`src/rtl/pc_pkg.sv`:
```
`default_nettype none
// ============================================================================
// Module   : pc_pkg
// Brief    : Shared types and constants for the RV32I program counter unit.
// Revision : 1.0 - initial release
// ============================================================================
package pc_pkg;

  // Program counter control states
  typedef enum logic [1:0] {
    RUN  = 2'd0,
    TRAP = 2'd1,
    HALT = 2'd2
  } pc_state_t;

  // Branch condition codes, matching the comparator flag order (bit0 = EQ)
  localparam logic [2:0] BR_EQ  = 3'd0;
  localparam logic [2:0] BR_NE  = 3'd1;
  localparam logic [2:0] BR_LT  = 3'd2;
  localparam logic [2:0] BR_LTU = 3'd3;
  localparam logic [2:0] BR_GE  = 3'd4;
  localparam logic [2:0] BR_GEU = 3'd5;

  // Sequential increments for 16-bit and 32-bit instructions
  localparam int INC_16 = 2;
  localparam int INC_32 = 4;

endpackage
`default_nettype wire

```
`src/rtl/pc_target_calc.sv`:
```
`default_nettype none
// ============================================================================
// Module   : pc_target_calc
// Brief    : Combinational branch decision, target address and alignment
//            fault detection for the program counter unit.
// Revision : 1.0 - initial release
// ============================================================================
module pc_target_calc
  import pc_pkg::*;
#(
  parameter int dataW    = 32,
  parameter bit SupportC = 1'b1
) (
  input  logic             i_eq,
  input  logic             i_ne,
  input  logic             i_lt,
  input  logic             i_ltu,
  input  logic             i_ge,
  input  logic             i_geu,
  input  logic             i_testBranch,
  input  logic             i_alwaysBranch,
  input  logic             i_absoluteBranch,
  input  logic [2:0]       i_branchType,
  input  logic [dataW-1:0] i_branchAddr,
  input  logic [dataW-1:0] i_progAddr,
  output logic             o_taken,
  output logic [dataW-1:0] o_target,
  output logic             o_misaligned
);

  logic             w_cond;
  logic [dataW-1:0] w_rawTarget;

  // Select the comparator flag named by the branch code; codes 6 and 7 never take
  always_comb begin
    w_cond = 1'b0;
    case (i_branchType)
      BR_EQ:   w_cond = i_eq;
      BR_NE:   w_cond = i_ne;
      BR_LT:   w_cond = i_lt;
      BR_LTU:  w_cond = i_ltu;
      BR_GE:   w_cond = i_ge;
      BR_GEU:  w_cond = i_geu;
      default: w_cond = 1'b0;
    endcase
  end

  assign o_taken = (i_testBranch && w_cond) || i_alwaysBranch;

  // Relative targets wrap silently modulo 2^dataW; bit0 is always cleared
  assign w_rawTarget = i_absoluteBranch ? i_branchAddr : (i_progAddr + i_branchAddr);
  assign o_target    = {w_rawTarget[dataW-1:1], 1'b0};

  // Without compressed support every target must be word aligned
  assign o_misaligned = o_taken && !SupportC && w_rawTarget[1];

endmodule
`default_nettype wire

```
`src/rtl/pc_unit_r32ic.sv`:
```
`default_nettype none
// ============================================================================
// Module   : pc_unit_r32ic
// Brief    : RV32I program counter with optional compressed increments,
//            misaligned-target trapping, saved exception PC, trap return
//            and a run/trap/halt control state machine.
// Revision : 1.0 - initial release
// ============================================================================
module pc_unit_r32ic
  import pc_pkg::*;
#(
  parameter int               dataW       = 32,
  parameter logic [dataW-1:0] ResetVector = '0,
  parameter logic [dataW-1:0] TrapVector  = 'h100,
  parameter bit               SupportC    = 1'b1
) (
  input  logic             clock,
  input  logic             reset,
  input  logic             EQ,
  input  logic             NE,
  input  logic             LT,
  input  logic             LTU,
  input  logic             GE,
  input  logic             GEU,
  input  logic             TestBranch,
  input  logic             AlwaysBranch,
  input  logic             AbsoluteBranch,
  input  logic             IsCompressed,
  input  logic             InsCacheStall,
  input  logic             TrapReturn,
  input  logic [2:0]       BranchType,
  input  logic [dataW-1:0] BranchAddr,
  output logic [dataW-1:0] ProgAddr,
  output logic [dataW-1:0] LinkAddr,
  output logic [dataW-1:0] EpcAddr,
  output logic             TrapTaken,
  output logic             InTrap,
  output logic             Halted
);

  localparam logic [1:0] c_ST_RUN  = RUN;
  localparam logic [1:0] c_ST_TRAP = TRAP;
  localparam logic [1:0] c_ST_HALT = HALT;

  logic [dataW-1:0] r_progAddr;
  logic [dataW-1:0] r_epcAddr;
  logic             r_trapTaken;
  logic [1:0]       r_state;

  logic [dataW-1:0] w_inc;
  logic [dataW-1:0] w_target;
  logic             w_taken;
  logic             w_misaligned;

  pc_target_calc #(
    .dataW    (dataW),
    .SupportC (SupportC)
  ) u_targetCalc (
    .i_eq             (EQ),
    .i_ne             (NE),
    .i_lt             (LT),
    .i_ltu            (LTU),
    .i_ge             (GE),
    .i_geu            (GEU),
    .i_testBranch     (TestBranch),
    .i_alwaysBranch   (AlwaysBranch),
    .i_absoluteBranch (AbsoluteBranch),
    .i_branchType     (BranchType),
    .i_branchAddr     (BranchAddr),
    .i_progAddr       (r_progAddr),
    .o_taken          (w_taken),
    .o_target         (w_target),
    .o_misaligned     (w_misaligned)
  );

  // IsCompressed only matters when 16-bit instructions are supported
  assign w_inc    = (SupportC && IsCompressed) ? dataW'(INC_16) : dataW'(INC_32);
  assign LinkAddr = r_progAddr + w_inc;

  // PC, exception PC, fault pulse and control state update in priority order
  always_ff @(posedge clock) begin
    if (reset) begin
      r_progAddr  <= ResetVector;
      r_epcAddr   <= '0;
      r_trapTaken <= 1'b0;
      r_state     <= c_ST_RUN;
    end else if (InsCacheStall) begin
      r_trapTaken <= 1'b0;
    end else begin
      r_trapTaken <= 1'b0;
      case (r_state)
        c_ST_RUN: begin
          if (w_misaligned) begin
            r_epcAddr   <= r_progAddr;
            r_progAddr  <= TrapVector;
            r_trapTaken <= 1'b1;
            r_state     <= c_ST_TRAP;
          end else if (w_taken) begin
            r_progAddr <= w_target;
          end else begin
            r_progAddr <= LinkAddr;
          end
        end
        c_ST_TRAP: begin
          if (TrapReturn) begin
            r_progAddr <= r_epcAddr;
            r_state    <= c_ST_RUN;
          end else if (w_misaligned) begin
            r_state <= c_ST_HALT;
          end else if (w_taken) begin
            r_progAddr <= w_target;
          end else begin
            r_progAddr <= LinkAddr;
          end
        end
        default: begin
          // Halted: everything frozen until reset
        end
      endcase
    end
  end

  assign ProgAddr  = r_progAddr;
  assign EpcAddr   = r_epcAddr;
  assign TrapTaken = r_trapTaken;
  assign InTrap    = (r_state == c_ST_TRAP);
  assign Halted    = (r_state == c_ST_HALT);

endmodule
`default_nettype wire
```
`config.mk`:
```
export PLATFORM = sky130hd
export DESIGN_NAME = pc_unit_r32ic
export DESIGN_NICKNAME = d
export VERILOG_FILES = /design/src/rtl/pc_pkg.sv /design/src/rtl/pc_target_calc.sv /design/src/rtl/pc_unit_r32ic.sv
export SDC_FILE = /design/constraint.sdc
export NUM_CORES = 1
export LEC_CHECK = 0
export CORE_MARGIN = 10
export CORE_UTILIZATION = 43
export DETAILED_ROUTE_END_ITERATION = 10
export PLACE_DENSITY = 0.79
export SYNTH_ARGS = -nofsm -noshare
export SYNTH_HDL_FRONTEND = slang
export SYNTH_SLANG_ARGS = --single-unit
```
`constraint.sdc`:
```
create_clock -name clock -period 2.7 [get_ports clock]
set_input_delay 0.54 -clock clock [delete_from_list [all_inputs] [get_ports clock]]
set_output_delay 0.54 -clock clock [all_outputs]
set_load 0.05 [all_outputs]
```
[Yosys cells after proc, flatten, opt, wreduce, memory -nomap -nowiden]
Index checks and enable logic that the tools add are counted.
Storage, ports and cells
  register bits: 32
  input bits: 49
  output and inout bits: 99
  word-level logic and storage cells: 15
Operators by class
  $add $sub $neg: 2
  equality and inequality tests: 5
  muxes and demuxes: 4
  reductions and logical operators: 3
Operator list (count)
  $mux 32: 2
  $add 32x3->32: 1
  $add 32x32->32: 1
  $eq 3x2->1 const B: 2
  $eq 3x3->1 const B: 2
  $pmux 1 s6: 1
  $eq 3x1->1 const B: 1
  $logic_not 3->1: 1
  $mux 3: 1
  $logic_and 1x1->1: 1
  $logic_or 1x1->1: 1

[Depth between registers and ports, before layout]
Gate-level depths: netlist of run 1.
  depth after elaboration: 5
  gate-level depth with buffers: 11
  gate-level depth less buffers: 11

[By module]
From an unflattened synthesis of run 1, not the netlist that was laid out.
Unflattened totals
  cells, all modules: 829
  area, all modules: 6084.6 um2
By module, submodules not included
  pc_unit_r32ic: times used 1, cells each 491, area each 3848.7 um2, sequential area each 1341.3 um2
  pc_target_calc: times used 1, cells each 338, area each 2235.9 um2, sequential area each 0.0 um2

[Worst setup path before layout of run 1]
No wires, ideal clock.
  kind: flip-flop to flip-flop
  from: reg r_progAddr[1] (netlist: ProgAddr[1])
  to: reg r_progAddr[23] (netlist: ProgAddr[23])
  library setup time: 86 ps
  data arrival time: 3367 ps
  slack: -753 ps
  cell stages (with the launch flop): 12
  path buffers: 0
  cell sequence: dfxtp_1 > ha_1 > fa_1 > and2_1 > nand4_4 > nor2_1 > nand3_2 > nor2_1 > xor2_1 > o211a_1 > a21oi_1 > a211oi_1
Between the ends
  elaborated cells on any way between the ends: 4
  those cells by class: add/sub (2); mux (2)
RTL lines
  from (decl): RTL line pc_unit_r32ic.sv:45  | logic [dataW-1:0] r_progAddr;
  from (signal assigned): RTL line pc_unit_r32ic.sv:83  | r_progAddr <= ResetVector;
  from (signal assigned): RTL line pc_unit_r32ic.sv:95  | r_progAddr <= TrapVector;
  from (signal assigned): RTL line pc_unit_r32ic.sv:99  | r_progAddr <= w_target;
  $add 32x3->32: RTL line pc_unit_r32ic.sv:78  | assign LinkAddr = r_progAddr + w_inc;
  net LinkAddr[23]: RTL line pc_unit_r32ic.sv:34  | output logic [dataW-1:0] LinkAddr,
  $mux 32: RTL line pc_unit_r32ic.sv:98, pc_unit_r32ic.sv:110
The timed path passes the listed nets, and every way through them passes these cells.
A chain may end at the register's enable or synchronous reset.

[Worst setup path after layout of run 1]
  from: reg r_progAddr[8] (netlist: ProgAddr[8])
  to: out LinkAddr[28]
Between the ends
  longest elaborated chain between the ends: 1
RTL lines (RTL line)
  $add 32x3->32: pc_unit_r32ic.sv:78
  to (decl): pc_unit_r32ic.sv:34
Every way passes these cells.

==> results of run 1 <==
-- what timing repair did --
action / CTS / global route
gates resized for setup: 70 / 61
pin swaps: 40 / 42
buffers inserted: 7 / 18
endpoints found under the setup margin: 50 / 43
-- cells in the final DEF (no fill, tap or decap), types with 9 or more instances in the layout --
master           instances
ha_4                    15
inv_1                   11
buf_6                   10
a21oi_1                 38
o211ai_1                16
nor3_1                  12
nand2_1                 61
buf_4                  144
dfxtp_1                 12
xnor2_4                 12
xor2_1                  15
dfxtp_2                 16
ha_1                    16
o21ai_0                 39
nand3_1                 10
clkdlybuf4s50_1         62
a21o_1                  12
conb_1                  37
nand2b_1                 9
buf_12                  34
xnor2_1                 17
nor2_1                  39
dlygate4sd2_1           10
a21oi_2                  9
-- routing by layer --
| layer | global-route usage, % | up-vias | wire (um) |
|---|---|---|---|
| met4 | 8.47 | 0 | 703 |
| met5 | 0 | - | 0 |
| met1 | 27.0 | 2708 | 7440 |
| li1 | - | 2601 | - |
| met2 | 42.4 | 356 | 10100 |
| met3 | 4.55 | 83 | 1710 |
-- per-stage QoR --
| stage | std cells | utilization, % | power, uW | hold WS (ns) | setup TNS, ns |
|---|---|---|---|---|---|
| final | 975 | 77.4 | 3070 | 0.536 | -1.28 |
| after floorplan | 635 | - | 1670 | 0.591 | -0.455 |
| after global placement | 944 | 68.8 | 2320 | 0.494 | -22.57 |
| after detailed placement | 944 | 68.8 | 2360 | 0.513 | -26.76 |
| after global routing | 975 | 77.4 | 3190 | 0.573 | -2.45 |
| after CTS | 959 | 73.6 | 2940 | 0.531 | -2.33 |
-- cell families after synthesis --
kind of cell	Yosys count
compound gates	194
buf+inv	81
simple gates	198
xor+xnor	53
flops	31
fa+ha+maj	34
other cells	1
mux	7
-- worst max-delay path by stage --
stage | from | to | depth (start not counted)
2_1_floorplan | IsCompressed | LinkAddr[15] | 6
3_3_place_gp | IsCompressed | LinkAddr[28] | 11
3_5_place_dp | IsCompressed | LinkAddr[22] | 12
4_1_cts | IsCompressed | LinkAddr[24] | 11
5_1_grt | ProgAddr[8] | LinkAddr[28] | 8
6_report | ProgAddr[8] | LinkAddr[28] | 8
-- power groups by stage --
stage | Clock, uW | Sequential (uW) | Combinational, uW
after floorplan | 0 | 713 | 954
after global placement | 0 | 580 | 1740
after detailed placement | 0 | 584 | 1770
after CTS | 501 | 583 | 1860
after global routing | 526 | 595 | 2070
final | 508 | 589 | 1970
-- area by class of cell --
class | count | area, um^2 | area share [%]
multi-input cells | 523 | 4320 | 54.3
repair buffers | 265 | 2650 | 33.3
flip-flops and latches | 31 | 652 | 8.19
well taps | 136 | 170 | 2.14
clock buffers | 5 | 68.8 | 0.865
inverters | 12 | 57.6 | 0.723
clock inverters | 3 | 43.8 | 0.550
-- worst max-delay path: stages (launching register included) --
cell,delay [ns]
dfxtp_2,0.36
buf_6,0.14
and4_4,0.29
nand2_4,0.10
or3_4,0.40
nor3_4,0.23
nand3_2,0.15
xnor2_4,0.20
buf_12,0.16
==> impl_metrics.toml, run 1 <==
[detailed_routing]
vias = 5748
remaining_drc_errors = 0
postRouteAntennaNets = 0
first_iter_violations = 485
routedWlPerCell_um = 20.4
drt-vias-per-instance = 5.90
first_pass_iters = 8
wl_um = 19900

[logic_synthesis]
share_of_the_synthesized_area_in_the_top_cell_type_pct = 13.7
synth-adder-area-share_pct = 9.56
yosys_register_bits = 31
synth_top_cells_by_area = "dfxtp_1 (14%), ha_1 (9.1%), xnor2_1 (6.4%)"
synth.yosys.seq_area_share_pct = 13.7
ys_warn_count = 0
postSynth.asyncResetShare_pct = 0
yosys.area_share.simple_pct = 22.7
post-synth-top-area-cell = "dfxtp_1"
postSynthAreaPerCell_um2 = 7.56
synth_xor_xnor_area_share_pct = 10.4
synth_enable_flop_cells = 0
synth.mux.area_fraction_pct = 1.88
synthMostInstantiatedCell = "nand2_1"
synth_compound_gate_area_share_pct = 30.1
syn_area_um2 = 4530
netlist_top_cells_count = "nand2_1 (68), a21oi_1 (45), nor2_1 (45)"
synth_flop_cell = "dfxtp_1"
yosysUniqueCellTypes = 80
synth_top_family_by_area = "compound AO/OA/AOI/OAI gates"
syn-instance-count = 599

[worst_setup_path]
worst_setup_path_end_kind = "output pin"
cp-start-kind = "flop"
critical_path_peak_fanout = 8
worst-r2r-setup-slack_ns = 0.10
worst_ep_required_time_ns = 2.16
cp.arrival_ns = 2.34
timing.setup.critical_path_class = "reg2out"
rr_endpoint = "ProgAddr[28]"
r2r-start = "ProgAddr[1]"
cells_on_worst_reg2reg_path = 12

[placed_design]
place_hpwl_um = 14200
post_dp_cell_area_um2 = 7070
post-place-ws_ns = -0.688
routability_congestion = 0.952
port-buffer-count = 108

[cells_and_area]
num_antenna_cells = 0
final_design_area_no_fill_um2 = 7960
layout-drive-gt1-share_pct = 40.3
largest_register_ffs = 31
num-nets-final = 921
area_growth_pct = 75.7
fillers = 656

[global_route]
grtUsageTotal_pct = 23.5
grt_pass1_wl_um = 28700
overflow = 0
grt_max_degree = 33
first_global_vias = 5642
grt_antenna_before_repair = 0

[pwr]
power.sequential.fraction_pct = 19.2
power.ir.vdd_worst_mv = 0.264
switching_share_pct = 46.1
p_per_area_nw_per_um2 = 386
leakage_power_summed_over_all_cells_uw = 0.00353
clock_share_of_power_pct = 16.6
power_dissipated_by_switching_net_loads_uw = 1410
p_int_uw = 1650
share_comb_of_total_power_pct = 64.2

[clock_network]
worst_skew_pair.late_latency_ns = 0.30
hold_buffers = 0
ctsHtreeMaxLevel = 2
cts_tree = "built"
clockBufferDepth = 2
ctsRootBufferMaster = "clkbuf_8"
clkSinkCount = 31
cts_made_buffers = 5
clock_pin_slew_of_the_registers_on_the_worst_case_setup_and_hold_paths_ns = 0.09

[timing]
timing.final.crit_share_pct = 107
clock-skew-final_ns = 0.00783
count_of_final_max_slew_check_failures = 0
finalSetupViolCount = 14
slew_headroom_pct = 53.0
min_period_ns = 2.88
rsz_0062_raised_after_global_routing = "yes"
worst_slack_ns = -0.180
tightest_slew_ns = 0.705
max_clock_freq_mhz = 347
hold_viol_final = 0

[floorplanning]
core-area_um2 = 10300
ios = 148
core.rowCount = 37
die_outline_area_um2 = 15000
initial_core_util_pct = 44.1
die_width_um = 123
die_h_um = 123

[outcome]
failed_checks = "negative setup slack"
outcome = "complete, but fails checks"

[min_path]
worst_hold_startpoint = "ProgAddr[11]"
hold-path-endpoint = "ProgAddr[11]"
hold_class = "reg2reg"
hold-path-cell-count = 2

[flow_run]
cap_viol_max_count = 0
Note: power is estimated with default switching activity, not from simulation.
==> run 2, diff against run 1 <==
--- a/config.mk
+++ b/config.mk
@@ -5,6 +5,7 @@
 export SDC_FILE = /design/constraint.sdc
 export NUM_CORES = 1
 export LEC_CHECK = 0
+export ABC_CLOCK_PERIOD_IN_PS = 2700
 export CORE_MARGIN = 10
 export CORE_UTILIZATION = 43
 export DETAILED_ROUTE_END_ITERATION = 10
==> results of run 2 <==
The final DEF is identical to that of run 1; final timing and power are the same.
==> run 3, diff against run 2 <==
--- a/config.mk
+++ b/config.mk
@@ -6,7 +6,7 @@
 export NUM_CORES = 1
 export LEC_CHECK = 0
 export ABC_CLOCK_PERIOD_IN_PS = 2700
-export CORE_MARGIN = 10
+export CORE_MARGIN = 3
 export CORE_UTILIZATION = 43
 export DETAILED_ROUTE_END_ITERATION = 10
 export PLACE_DENSITY = 0.79
==> run 3 against run 2 <==
The flow still finishes with violations (negative setup slack); clock power up 3%; setup slack about the same; non-clock buffer count up 2; flip-flop and latch count unchanged; utilization up 2.3 points; total power up 0.48%; combinational power about the same; via count up 1.2%; worst hold slack worse by 0.0065 ns; maximum frequency about the same; cell count down 0.10%; die area down 22%.
==> impl_metrics.toml, run 3 (synthesized netlist as in run 1, its figures left out) <==
[pwr]
total_power_uw = 3080
power.ir.vdd_worst_mv = 0.211
p_per_area_nw_per_um2 = 387
leakage_power_summed_over_all_cells_uw = 0.00356

[cells_and_area]
num-nets-final = 923
num_antenna_cells = 0
utilization_pct = 79.7
fillers = 622
final_design_area_no_fill_um2 = 7970
area_growth_pct = 76.0
most-common-layout-cells = "buf_4 (144), nand2_1 (61), clkdlybuf4s50_1 (58)"
layout-drive-gt1-share_pct = 40.3
layout_commonest_cell = "buf_4"
largest_register_ffs = 31

[flow_run]
cap_viol_max_count = 0

[timing]
finalSetupViolCount = 20
hold_viol_final = 0
timing.final.crit_share_pct = 107
tightest_slew_ns = 0.787
min_period_ns = 2.88
max_clock_freq_mhz = 347
slew_headroom_pct = 47.5
rsz_0062_raised_after_global_routing = "yes"
setup_total_negative_slack_ns = -1.79
worst_slack_ns = -0.180
count_of_final_max_slew_check_failures = 0
clock-skew-final_ns = 0.0139

[worst_setup_path]
cpLargestDelayFamily = "simple AND/OR/NAND/NOR gates"
critical_path_peak_fanout = 5
delay_of_the_slowest_cell_on_the_worst_path_ns = 0.38
cp.arrival_ns = 2.34
crit_top_cell = "buf_4"
cp-start-kind = "flop"
critical_path_cell_by_cell = "buf_4 > and4_4 > nand3_4 > or3_4 > nor3_4 > buf_4 > buf_6 > xnor2_4 > clkbuf_16"
critical_path.slowest_cell = "dfxtp_2"
worst_ep_required_time_ns = 2.16
worst_setup_path_end_kind = "output pin"
timing.setup.critical_path_class = "reg2out"
timing.critical_path.buf_inv = 4

[global_route]
grt_pass1_wl_um = 27500
grt_antenna_before_repair = 0
first_global_vias = 5582
overflow = 0
grt_max_degree = 36
grtUsageTotal_pct = 29.1

[clock_network]
clock_pin_slew_of_the_registers_on_the_worst_case_setup_and_hold_paths_ns = 0.09
worst_skew_pair.late_latency_ns = 0.30
cts_made_buffers = 5
ctsHtreeMaxLevel = 2
clkSinkCount = 31
ctsRootBufferMaster = "clkbuf_8"
clockBufferDepth = 2
hold_buffers = 0
cts_tree = "built"

[floorplanning]
core-area_um2 = 10000
die_width_um = 109
ios = 148
initial_core_util_pct = 45.3
die_outline_area_um2 = 11800
core.rowCount = 36
die_h_um = 109

[detailed_routing]
postRouteAntennaNets = 0
routedWlPerCell_um = 19.5
wl_um = 19000
remaining_drc_errors = 0
first_iter_violations = 593
vias = 5817
drt-vias-per-instance = 5.97
first_pass_iters = 5

[outcome]
failed_checks = "negative setup slack"
outcome = "complete, but fails checks"

[placed_design]
place_hpwl_um = 12900
post_dp_cell_area_um2 = 6980
routability_congestion = 1.00
post-place-ws_ns = -0.694
port-buffer-count = 108

[min_path]
hold_class = "reg2reg"
-- run 3: changes by cell type in the layout (fill, tap and decap cells not counted), sizes merged --
cell / change
clkinv: -1
buf: +2
clkdlybuf4s50: -4
dlymetal6s2s: +3
clkbuf: +3
dlygate4sd2: -2
clkdlybuf4s15: +1
-- run 3: worst paths after layout --
kind	startpoint	endpoint	slack (ns)	cells past startpoint
max reg2reg	ProgAddr[2]	ProgAddr[29]	-0.14	11
max	ProgAddr[6]	LinkAddr[24]	-0.18	9
min	ProgAddr[11]	ProgAddr[11]	0.53	2
min reg2reg	ProgAddr[11]	ProgAddr[11]	0.53	2
-- run 3: metal layers --
metal  routed length [um]  vias up  global-route usage [%]
li1                     -     2616                       -
met1                 7440     2752                    38.3
met2                 9290      380                    49.8
met3                 1670       69                    3.14
met4                  624        0                    9.29
met5                    0        -                       0
-- run 3: worst min-delay path, cell delays in order, from the launching register on --
cell	delay, ns
dfxtp_2	0.37
nand2_1	0.07
a21oi_1	0.05
-- run 3: final cells by class --
type	count	area (um^2)	share of cell area, %
flip-flops and latches	31	652	8.18
inverters	12	57.6	0.722
clock inverters	2	35.0	0.439
multi-input cells	523	4310	54.1
well taps	133	166	2.09
clock buffers	6	82.6	1.04
repair buffers	267	2670	33.5
-- run 3: metrics by stage --
stage,instances,hold slack (ns)
final,974,0.530
after global routing,974,0.551
after CTS,951,0.525
after detailed placement,931,0.502
after global placement,931,0.478
after floorplan,635,0.591
-- run 3: repair_timing --
| action | 4_1_cts | 5_1_grt |
|---|---|---|
| endpoints found under the setup margin | 51 | 49 |
| gates resized for setup | 74 | 69 |
| hold endpoints to repair | 0 | 0 |
| pin swaps | 45 | 60 |
| cloned | 0 | 0 |
| buffers inserted | 13 | 24 |
-- run 3: report_power, final --
group / internal, uW / total (uW) / switching [uW]
clock network: 299 / 521 / 221
logic: 878 / 1970 / 1090
registers: 500 / 590 / 89.9
total: 1680 / 3080 / 1410
